## src/rtl/decode_queue_if.sv

```systemverilog
// Fetch-side and issue-side signal bundle of the decode queue.
// The queue takes the slave view; fetch/issue (or a bench) take the master view.
interface decode_queue_if #(
    parameter int XLEN  = 32,
    parameter int DEPTH = 4
);
    localparam int CW = $clog2(DEPTH) + 1;

    logic            if_id_valid;
    logic [31:0]     if_id_instruc;
    logic [XLEN-1:0] if_id_pc;
    logic            id_if_ready;
    logic            flush;
    logic            id_iss_valid;
    logic            iss_id_ready;
    logic [6:0]      id_iss_opcode;
    logic [2:0]      id_iss_funct3;
    logic [6:0]      id_iss_funct7;
    logic [4:0]      id_iss_addra;
    logic [4:0]      id_iss_addrb;
    logic [4:0]      id_iss_regdest;
    logic [XLEN-1:0] id_iss_imedext;
    logic [XLEN-1:0] id_iss_pc;
    logic            id_iss_writereg;
    logic            id_iss_illegal;
    logic [CW-1:0]   id_count;

    modport slave (
        input  if_id_valid, if_id_instruc, if_id_pc, flush, iss_id_ready,
        output id_if_ready, id_iss_valid, id_iss_opcode, id_iss_funct3, id_iss_funct7,
               id_iss_addra, id_iss_addrb, id_iss_regdest, id_iss_imedext, id_iss_pc,
               id_iss_writereg, id_iss_illegal, id_count
    );

    modport master (
        output if_id_valid, if_id_instruc, if_id_pc, flush, iss_id_ready,
        input  id_if_ready, id_iss_valid, id_iss_opcode, id_iss_funct3, id_iss_funct7,
               id_iss_addra, id_iss_addrb, id_iss_regdest, id_iss_imedext, id_iss_pc,
               id_iss_writereg, id_iss_illegal, id_count
    );
endinterface

```

## src/rtl/decode_queue.sv

```systemverilog
// RV32I decode queue: instructions are decoded on entry and held in a
// DEPTH-entry circular buffer; the head entry is presented to issue.
module decode_queue #(
    parameter int XLEN  = 32,
    parameter int DEPTH = 4
) (
    input  logic          clock,
    input  logic          reset,
    decode_queue_if.slave bus
);
    localparam int AW = $clog2(DEPTH);
    localparam int CW = AW + 1;

    typedef struct packed {
        logic [6:0]      opcode;
        logic [2:0]      funct3;
        logic [6:0]      funct7;
        logic [4:0]      rs1;
        logic [4:0]      rs2;
        logic [4:0]      rd;
        logic [XLEN-1:0] imm;
        logic [XLEN-1:0] pc;
        logic            writereg;
        logic            illegal;
    } entry_t;

    // Width casts of signed slices perform the sign extension to XLEN.
    function automatic entry_t decode(input logic [31:0] ins, input logic [XLEN-1:0] pc);
        entry_t e;
        e.opcode   = ins[6:0];
        e.rd       = ins[11:7];
        e.funct3   = ins[14:12];
        e.rs1      = ins[19:15];
        e.rs2      = ins[24:20];
        e.funct7   = ins[31:25];
        e.pc       = pc;
        e.imm      = '0;
        e.writereg = 1'b0;
        e.illegal  = 1'b0;
        case (ins[6:0])
            7'b0010011, 7'b0000011, 7'b1100111: begin
                e.imm      = XLEN'($signed(ins[31:20]));
                e.writereg = (ins[11:7] != 5'd0);
            end
            7'b0100011: e.imm = XLEN'($signed({ins[31:25], ins[11:7]}));
            7'b1100011: e.imm = XLEN'($signed({ins[31], ins[7], ins[30:25], ins[11:8], 1'b0}));
            7'b0110111, 7'b0010111: begin
                e.imm      = XLEN'($signed({ins[31:12], 12'b0}));
                e.writereg = (ins[11:7] != 5'd0);
            end
            7'b1101111: begin
                e.imm      = XLEN'($signed({ins[31], ins[19:12], ins[20], ins[30:21], 1'b0}));
                e.writereg = (ins[11:7] != 5'd0);
            end
            7'b0110011: e.writereg = (ins[11:7] != 5'd0);
            default:    e.illegal  = 1'b1;
        endcase
        return e;
    endfunction

    entry_t        mem_q [DEPTH];
    logic [AW-1:0] wr_ptr_q, wr_ptr_d;
    logic [AW-1:0] rd_ptr_q, rd_ptr_d;
    logic [CW-1:0] count_q, count_d;
    logic          ready_s, valid_s, enq_s, deq_s;
    entry_t        head_s, new_entry_s;

    assign ready_s     = (count_q < CW'(DEPTH));
    assign valid_s     = (count_q != '0);
    assign enq_s       = bus.if_id_valid && ready_s && !bus.flush;
    assign deq_s       = valid_s && bus.iss_id_ready && !bus.flush;
    assign new_entry_s = decode(bus.if_id_instruc, bus.if_id_pc);
    assign head_s      = mem_q[rd_ptr_q];

    // Next-state of pointers and occupancy; flush clears everything.
    always_comb begin
        wr_ptr_d = wr_ptr_q;
        rd_ptr_d = rd_ptr_q;
        count_d  = count_q;
        if (bus.flush) begin
            wr_ptr_d = '0;
            rd_ptr_d = '0;
            count_d  = '0;
        end else begin
            if (enq_s) wr_ptr_d = wr_ptr_q + AW'(1);
            else       wr_ptr_d = wr_ptr_q;
            if (deq_s) rd_ptr_d = rd_ptr_q + AW'(1);
            else       rd_ptr_d = rd_ptr_q;
            case ({enq_s, deq_s})
                2'b10:   count_d = count_q + CW'(1);
                2'b01:   count_d = count_q - CW'(1);
                default: count_d = count_q;
            endcase
        end
    end

    // State and storage; entries are cleared on reset so the head reads zero.
    always_ff @(posedge clock) begin
        if (reset) begin
            wr_ptr_q <= '0;
            rd_ptr_q <= '0;
            count_q  <= '0;
            for (int i = 0; i < DEPTH; i++) mem_q[i] <= '0;
        end else begin
            wr_ptr_q <= wr_ptr_d;
            rd_ptr_q <= rd_ptr_d;
            count_q  <= count_d;
            if (enq_s) mem_q[wr_ptr_q] <= new_entry_s;
        end
    end

    assign bus.id_if_ready     = ready_s;
    assign bus.id_iss_valid    = valid_s;
    assign bus.id_count        = count_q;
    assign bus.id_iss_opcode   = head_s.opcode;
    assign bus.id_iss_funct3   = head_s.funct3;
    assign bus.id_iss_funct7   = head_s.funct7;
    assign bus.id_iss_addra    = head_s.rs1;
    assign bus.id_iss_addrb    = head_s.rs2;
    assign bus.id_iss_regdest  = head_s.rd;
    assign bus.id_iss_imedext  = head_s.imm;
    assign bus.id_iss_pc       = head_s.pc;
    assign bus.id_iss_writereg = head_s.writereg;
    assign bus.id_iss_illegal  = head_s.illegal;
endmodule
```

## src/flat_wrapper.sv

```systemverilog
// flat-port wrapper written by rule: the top's interface ports become plain ports
module decode_queue_flat 
#(
    parameter int XLEN  = 32,
    parameter int DEPTH = 4
)
  (clock, reset, bus_if_id_valid, bus_if_id_instruc, bus_if_id_pc, bus_flush, bus_iss_id_ready, bus_id_if_ready, bus_id_iss_valid, bus_id_iss_opcode, bus_id_iss_funct3, bus_id_iss_funct7, bus_id_iss_addra, bus_id_iss_addrb, bus_id_iss_regdest, bus_id_iss_imedext, bus_id_iss_pc, bus_id_iss_writereg, bus_id_iss_illegal, bus_id_count);
  decode_queue_if #(.XLEN(XLEN), .DEPTH(DEPTH)) bus_i ();
  input  logic clock;
  input  logic reset;
  input wire logic [$bits(bus_i.if_id_valid)-1:0] bus_if_id_valid;
  input wire logic [$bits(bus_i.if_id_instruc)-1:0] bus_if_id_instruc;
  input wire logic [$bits(bus_i.if_id_pc)-1:0] bus_if_id_pc;
  input wire logic [$bits(bus_i.flush)-1:0] bus_flush;
  input wire logic [$bits(bus_i.iss_id_ready)-1:0] bus_iss_id_ready;
  output wire logic [$bits(bus_i.id_if_ready)-1:0] bus_id_if_ready;
  output wire logic [$bits(bus_i.id_iss_valid)-1:0] bus_id_iss_valid;
  output wire logic [$bits(bus_i.id_iss_opcode)-1:0] bus_id_iss_opcode;
  output wire logic [$bits(bus_i.id_iss_funct3)-1:0] bus_id_iss_funct3;
  output wire logic [$bits(bus_i.id_iss_funct7)-1:0] bus_id_iss_funct7;
  output wire logic [$bits(bus_i.id_iss_addra)-1:0] bus_id_iss_addra;
  output wire logic [$bits(bus_i.id_iss_addrb)-1:0] bus_id_iss_addrb;
  output wire logic [$bits(bus_i.id_iss_regdest)-1:0] bus_id_iss_regdest;
  output wire logic [$bits(bus_i.id_iss_imedext)-1:0] bus_id_iss_imedext;
  output wire logic [$bits(bus_i.id_iss_pc)-1:0] bus_id_iss_pc;
  output wire logic [$bits(bus_i.id_iss_writereg)-1:0] bus_id_iss_writereg;
  output wire logic [$bits(bus_i.id_iss_illegal)-1:0] bus_id_iss_illegal;
  output wire logic [$bits(bus_i.id_count)-1:0] bus_id_count;
  assign bus_i.if_id_valid = bus_if_id_valid;
  assign bus_i.if_id_instruc = bus_if_id_instruc;
  assign bus_i.if_id_pc = bus_if_id_pc;
  assign bus_i.flush = bus_flush;
  assign bus_i.iss_id_ready = bus_iss_id_ready;
  assign bus_id_if_ready = bus_i.id_if_ready;
  assign bus_id_iss_valid = bus_i.id_iss_valid;
  assign bus_id_iss_opcode = bus_i.id_iss_opcode;
  assign bus_id_iss_funct3 = bus_i.id_iss_funct3;
  assign bus_id_iss_funct7 = bus_i.id_iss_funct7;
  assign bus_id_iss_addra = bus_i.id_iss_addra;
  assign bus_id_iss_addrb = bus_i.id_iss_addrb;
  assign bus_id_iss_regdest = bus_i.id_iss_regdest;
  assign bus_id_iss_imedext = bus_i.id_iss_imedext;
  assign bus_id_iss_pc = bus_i.id_iss_pc;
  assign bus_id_iss_writereg = bus_i.id_iss_writereg;
  assign bus_id_iss_illegal = bus_i.id_iss_illegal;
  assign bus_id_count = bus_i.id_count;
  decode_queue #(.XLEN(XLEN), .DEPTH(DEPTH)) u_core (.clock(clock), .reset(reset), .bus(bus_i));
endmodule
```

## config.mk

```make
export PLATFORM = sky130hd
export DESIGN_NAME = decode_queue_flat
export DESIGN_NICKNAME = d
export VERILOG_FILES = /design/src/rtl/decode_queue_if.sv /design/src/rtl/decode_queue.sv /design/src/flat_wrapper.sv
export SDC_FILE = /design/constraint.sdc
export NUM_CORES = 1
export LEC_CHECK = 0
export CORE_ASPECT_RATIO = 1.5
export CORE_UTILIZATION = 35
export DETAILED_ROUTE_END_ITERATION = 12
export SYNTH_ARGS = -nofsm -noshare
export SYNTH_HDL_FRONTEND = slang
export SYNTH_SLANG_ARGS = --single-unit
```

## constraint.sdc

```tcl
create_clock -name clock -period 12.15 [get_ports clock]
set_clock_uncertainty 0.2 [all_clocks]
set_input_delay 3.645 -clock clock [delete_from_list [all_inputs] [get_ports clock]]
set_output_delay 3.645 -clock clock [all_outputs]
set_load 0.005 [all_outputs]
```

; After elaboration in Yosys (flattened, before gate mapping)
; Memory sizes are Yosys's and may differ from the RTL's. A register that Yosys moved wholly into a read port is not among the register bits.
; Cells that the tools add are included.
[classes]
mux = 14
eq_ne = 11
addsub = 4
order_cmp = 1
n_reduce_logical = 14
[op_table]
columns = operator, count
row1 = case mux 32 bit (5 select lines), 1
row2 = 2-to-1 mux 98 bit, 1
row3 = OR reduction 98 bit, 1
row4 = "== test 7 x 6 -> 1 bit, second input constant", 3
row5 = "== test 7 bit, second input constant", 3
row6 = "== test 7 x 5 -> 1 bit, second input constant", 2
row7 = OR reduction 9 bit, 1
row8 = 2-to-1 mux 1 bit, 8
row9 = "== test 7 x 2 -> 1 bit, second input constant", 1
row10 = OR reduction 7 bit, 1
row11 = 2-to-1 mux 2 bit, 3
row12 = case mux 3 bit (2 select lines), 1
row13 = nonzero test 5 bit, 1
row14 = "adder 2 x 1 -> 2 bit, second input constant", 2
row15 = logical AND 1 bit, 4
row16 = OR reduction 2 bit, 2
row17 = "adder 3 x 1 -> 3 bit, second input constant", 1
row18 = "< comparator 3 bit, second input constant", 1
row19 = nonzero test 3 bit, 1
row20 = OR reduction 3 bit, 1
row21 = "subtractor 3 x 1 -> 3 bit, second input constant", 1
row22 = "== test 2 x 1 -> 1 bit, second input constant", 1
row23 = "== test 2 bit, second input constant", 1
row24 = nonzero test 2 bit, 1
row25 = zero test 1 bit, 1
[totals]
reg_bits = 7
ramBits = 392
memories = 1
in_bits = 69
[mem_list]
columns = memory, depth, word_bits, rd, rd_ports_with_merged_regs, wr, line
row1 = u_core.mem_q, 4, 98, 1, 1, 4, decode_queue.sv:61  ; entry_t mem_q [DEPTH];

; Depth between registers and ports, before layout
[logic_depth]
depth_word = 8
depth_mapped = 8
depth_no_buf = 8

; Worst setup path after synthesis
; Ideal clock, no wire load.
[synth_path]
path_kind = in2reg
from = input bus_flush
to = memory u_core.mem_q[0][0] in the netlist's numbering, enable pin
required_ps = 11476
n_path_buf = 2
path_slack_ps = 4440
t_arrival_ps = 7036
cell_stages = 5
path_cell_list = or4b_4 buf_6 or3_1 buf_6 nand2b_1
[synth_lines]
columns = item, line
row1 = start: declaration, flat_wrapper.sv:14  ; input wire logic [$bits(bus_i.flush)-1:0] bus_flush;
row2 = end: declaration, decode_queue.sv:61

==> flow_summary.html <==
<table>
<tr><th>Metric</th><th>Value</th></tr>
<tr><th colspan="2">Worst setup path</th></tr>
<tr><td>Kind of launch point of the worst setup path</td><td>register</td></tr>
<tr><td>Cells traversed along the worst timing path</td><td>buf_4 -&gt; buf_4 -&gt; mux4_2 -&gt; clkdlybuf4s50_1</td></tr>
<tr><td>CP Capture Type</td><td>primary output</td></tr>
<tr><td>Setup slack of the most critical reg-to-reg path</td><td>a little over 8 ns</td></tr>
<tr><td>Maximum single-stage delay on the critical path</td><td>about 0.9 ns</td></tr>
<tr><td>Critical path's top delay family</td><td>buffers and inverters</td></tr>
<tr><td>Data arrival, critical path</td><td>about 4.0 ns</td></tr>
<tr><td>Logic depth of the worst register-to-register path</td><td>4</td></tr>
<tr><td>CP Buf/Inv Count</td><td>3</td></tr>
<tr><td>Crit-path slowest cell</td><td>dfxtp_4</td></tr>
<tr><td>Worst flop-to-flop path endpoint</td><td>u_core.mem_q[0][28]</td></tr>
<tr><td>Critical Path Most Common Cell</td><td>buf_4</td></tr>
<tr><td>Required time of the critical path</td><td>roughly 8.3 ns</td></tr>
<tr><td>Critical path fanouts, max</td><td>roughly 40</td></tr>
<tr><td>Classification of the worst setup path</td><td>register to primary output</td></tr>
<tr><td>Critical register-to-register path startpoint</td><td>u_core.bus.id_count[2]</td></tr>
<tr><th colspan="2">Pwr</th></tr>
<tr><td>Net switching power figure</td><td>about 630 uW</td></tr>
<tr><td>Lkg Pwr</td><td>between 7 and 8 nW</td></tr>
<tr><td>Comb pwr share</td><td>just over 6%</td></tr>
<tr><td>Internal</td><td>approximately 2.4 mW</td></tr>
<tr><td>Sequential share of power</td><td>a little over half</td></tr>
<tr><td>P per Cell Area</td><td>between 100 and 150 nW/um^2</td></tr>
<tr><td>Worst ir drop on vdd</td><td>between 80 and 90 uV</td></tr>
<tr><td>Net switching share of the total power</td><td>a little over a fifth</td></tr>
<tr><td>Clock power share</td><td>roughly two fifths</td></tr>
<tr><th colspan="2">Clock network</th></tr>
<tr><td>Number of instances resized during post-cts repair</td><td>0</td></tr>
<tr><td>Worst skew pair latency</td><td>~0.53 ns</td></tr>
<tr><td>Clock tree from TritonCTS</td><td>built</td></tr>
<tr><td>Number of sinks handled by clock tree synthesis</td><td>roughly 400</td></tr>
<tr><td>Clk buf depth</td><td>3</td></tr>
<tr><td>Number of buffers created by CTS</td><td>39</td></tr>
<tr><td>Number of hold-repair buffers added at the cts stage</td><td>0</td></tr>
<tr><td>Register clock-pin slew on the reported worst setup and hold paths</td><td>about 0.06 ns</td></tr>
<tr><td># Post-CTS Setup Buffers</td><td>0</td></tr>
<tr><td>Cell at the root of the clock tree</td><td>clkbuf_16</td></tr>
<tr><td>H-tree levels</td><td>2</td></tr>
<tr><th colspan="2">Drt</th></tr>
<tr><td>Initial drt markers</td><td>653</td></tr>
<tr><td>Number of DRC violations after detailed routing</td><td>0</td></tr>
<tr><td>First-pass detailed-route iteration total</td><td>5</td></tr>
<tr><td>Via count of the routed design</td><td>about 9600</td></tr>
<tr><td>Remaining antenna violation count after routing</td><td>0</td></tr>
<tr><td>Average wire per cell in the routed design</td><td>about 23 um</td></tr>
<tr><td>Average via count per standard cell</td><td>roughly 5</td></tr>
<tr><td>Routed wire length</td><td>~44000 um</td></tr>
<tr><th colspan="2">GRT</th></tr>
<tr><td>Wire length of the first global-routing pass</td><td>around 65000 um</td></tr>
<tr><td>Global Route Usage Sum</td><td>17.5%</td></tr>
<tr><td>Leftover overflow at the end of global routing</td><td>0</td></tr>
<tr><td>Via count of the first global-routing pass</td><td>10104</td></tr>
<tr><td>Antenna violations before repair</td><td>1</td></tr>
<tr><td>Pin count of the biggest net entering global routing</td><td>between 60 and 70</td></tr>
<tr><th colspan="2">Synthesis</th></tr>
<tr><td>Library cell with the largest summed area after synthesis</td><td>edfxtp_1</td></tr>
<tr><td>Unique cell type count in the Yosys netlist</td><td>50</td></tr>
<tr><td>Post-synth EDFFs</td><td>392</td></tr>
<tr><td>Most used DFF post-synth</td><td>edfxtp_1</td></tr>
<tr><td>Top cells by area in the synthesized netlist</td><td>edfxtp_1, mux4_2, and2_1</td></tr>
<tr><td>Number of instances in the synthesized netlist</td><td>between 1000 and 1500</td></tr>
<tr><td>Yosys synthesis warning count</td><td>0</td></tr>
<tr><td>Synthesized net count</td><td>1157</td></tr>
<tr><td>Synth top area share</td><td>67.4%</td></tr>
<tr><td>Average footprint of a synthesized cell</td><td>about 16 sq um</td></tr>
<tr><td>Share of the yosys chip area belonging to registers</td><td>between 60 and 70%</td></tr>
<tr><td>Fraction of registers with async set/reset</td><td>0%</td></tr>
<tr><td>Register bit count reported by yosys</td><td>401</td></tr>
<tr><td>Mapped Area</td><td>~17000 sq um</td></tr>
<tr><th colspan="2">Min path</th></tr>
<tr><td>Min-delay src</td><td>u_core.rd_ptr_q[1]</td></tr>
<tr><td>Worst min path class</td><td>register to register</td></tr>
<tr><td>Number of cells traversed by the worst hold path</td><td>2</td></tr>
<tr><th colspan="2">Die</th></tr>
<tr><td>Placeable core region</td><td>about 49000 sq um</td></tr>
<tr><td>Core Rows</td><td>slightly below 100</td></tr>
<tr><td>Die outline width</td><td>184 um</td></tr>
<tr><td>Count of pins on the block boundary</td><td>between 150 and 200</td></tr>
<tr><td>Starting density of the core</td><td>between 30% and 40%</td></tr>
<tr><td>Die H</td><td>roughly 280 um</td></tr>
<tr><td>Die Footprint</td><td>approximately 51000 sq um</td></tr>
<tr><th colspan="2">STA</th></tr>
<tr><td>Final critical-path share of the clock period</td><td>between 60 and 70%</td></tr>
<tr><td>Slew HR</td><td>21.6%</td></tr>
<tr><td>Unrepaired setup endpoints after global routing</td><td>false</td></tr>
<tr><td>Final setup violating endpoints</td><td>0</td></tr>
<tr><td>Worst Setup Slack, final</td><td>approximately 4.3 ns</td></tr>
<tr><td>Setup TNS</td><td>0 ns</td></tr>
<tr><td>Fmax achieved</td><td>~130 MHz</td></tr>
<tr><td>Number of endpoints with negative hold slack in the final report</td><td>0</td></tr>
<tr><td>Tmin final</td><td>7.84 ns</td></tr>
<tr><td>Number of pins with negative max-slew slack in the final report</td><td>0</td></tr>
<tr><td>Slew at the pin with the worst max-slew slack</td><td>1.17 ns</td></tr>
<tr><th colspan="2">Final layout</th></tr>
<tr><td>Top library cells by usage in the layout, fill and taps aside</td><td>edfxtp_1, and2_1, clkdlybuf4s50_1, nor2_1, mux4_2</td></tr>
<tr><td>P&amp;R area growth vs syn</td><td>20.6%</td></tr>
<tr><td>Fraction of layout instances using a drive strength above 1</td><td>roughly 16%</td></tr>
<tr><td>Final net count</td><td>roughly 1300</td></tr>
<tr><td>Share of the core filled with cells in the final layout</td><td>a little over two fifths</td></tr>
<tr><td>Most common cell after layout, fill and taps aside</td><td>edfxtp_1</td></tr>
<tr><td>FILL cells</td><td>4327</td></tr>
<tr><th colspan="2">Place</th></tr>
<tr><td>IO buf count</td><td>roughly 170</td></tr>
<tr><td>Placement-stage worst setup slack</td><td>a little over 4 ns</td></tr>
<tr><td>Estimated wirelength of the detail-placed design</td><td>roughly 27000 um</td></tr>
<tr><td>Last weighted congestion value of the routability-driven placer</td><td>between 0.7 and 0.8</td></tr>
<tr><th colspan="2">Run status</th></tr>
<tr><td>Outcome</td><td>finished clean</td></tr>
<tr><th colspan="2">Job</th></tr>
<tr><td>Max capacitance violation total</td><td>0</td></tr>
</table>
[worst min-delay path: stages, from the launching register on]
cell	delay, ns
dfxtp_1	0.33
xnor2_1	0.11
nor2_1	0.04
[synthesized netlist by cell type (3+ instances only)]
cell	number
edfxtp_1	392
and2_1	234
nor2_1	103
mux4_2	98
clkbuf_1	44
a21oi_1	36
buf_2	21
and3_1	18
inv_1	16
a22oi_1	15
nand2_1	12
nor2_2	10
o21ai_1	10
dfxtp_1	9
buf_4	8
nand2b_1	4
nand3_1	4
o21ai_0	4
or3_1	4
buf_6	3
nor3_1	3
or2_2	3
xnor2_1	3
xor2_1	3
[power by group through the flow]
stage	Sequential [mW]	Clock, mW	Combinational (mW)
detailed placement	1.62	0	0.190
floorplan	1.61	0	0.0797
CTS	1.59	1.26	0.191
global placement	1.62	0	0.189
global route	1.59	1.31	0.199
finish	1.59	1.24	0.185
[cell type report]
| type | count | area [sq um] | area share, % |
|---|---|---|---|
| inverter | 16 | 60.1 | 0.285 |
| sequential | 401 | 12000 | 56.7 |
| multi-input combinational | 592 | 5130 | 24.3 |
| timing repair buffer | 187 | 1830 | 8.69 |
| antenna | 1 | 2.50 | 0.0119 |
| tap | 656 | 821 | 3.89 |
| clock inverter | 19 | 215 | 1.02 |
| clock buffer | 50 | 1060 | 5.03 |
[logic make-up after synthesis]
kind of cell	share of synthesized area [%]
AO/OA/AOI/OAI	2.55
XOR/XNOR	0.301
adder cells (fa/ha/maj)	0.186
buffers and inverters	2.46
flip-flops	68.4
multiplexers	12.7
AND/OR/NAND/NOR	13.4
[per-stage QoR]
step	hold slack [ns]	instance area [sq um]	std cells	power [mW]
3_5_place_dp	0.299	19800	1852	1.81
3_3_place_gp	0.302	19800	1852	1.81
5_1_grt	0.349	21100	1922	3.10
4_1_cts	0.318	21100	1921	3.04
6_report	0.319	21100	1922	3.01
2_1_floorplan	0.290	17500	1086	1.69
[per-layer routing]
metal / GRT usage [%] / up-vias / share of wire, %
met2: 31.7 / 261 / 53
met5: 0 / - / 0
met1: 20.5 / 4919 / 38
met4: 7.50 / 0 / 3.8
met3: 2.68 / 65 / 4.6
li1: - / 4361 / -
[worst max-delay path by stage]
stage,startpoint,end,slack [ns],cells past startpoint
CTS,register,bus_id_iss_imedext[0],4.14,4
global route,register,bus_id_iss_imedext[0],3.95,4
detailed placement,reset,u_core.mem_q[0][53],4.10,5
global placement,reset,u_core.mem_q[0][28],4.14,5
floorplan,bus_flush,u_core.mem_q[0][0],4.44,5
finish,register,bus_id_iss_imedext[0],4.31,4
[state kept, by name, summed over array words and instances, names as in the netlist, named ones only]
signal and flops:
u_core.wr_ptr_q 2, u_core.rd_ptr_q 2, u_core.bus.id_count 3, u_core.mem_q 392
Note: power is estimated with default switching activity, not from simulation.
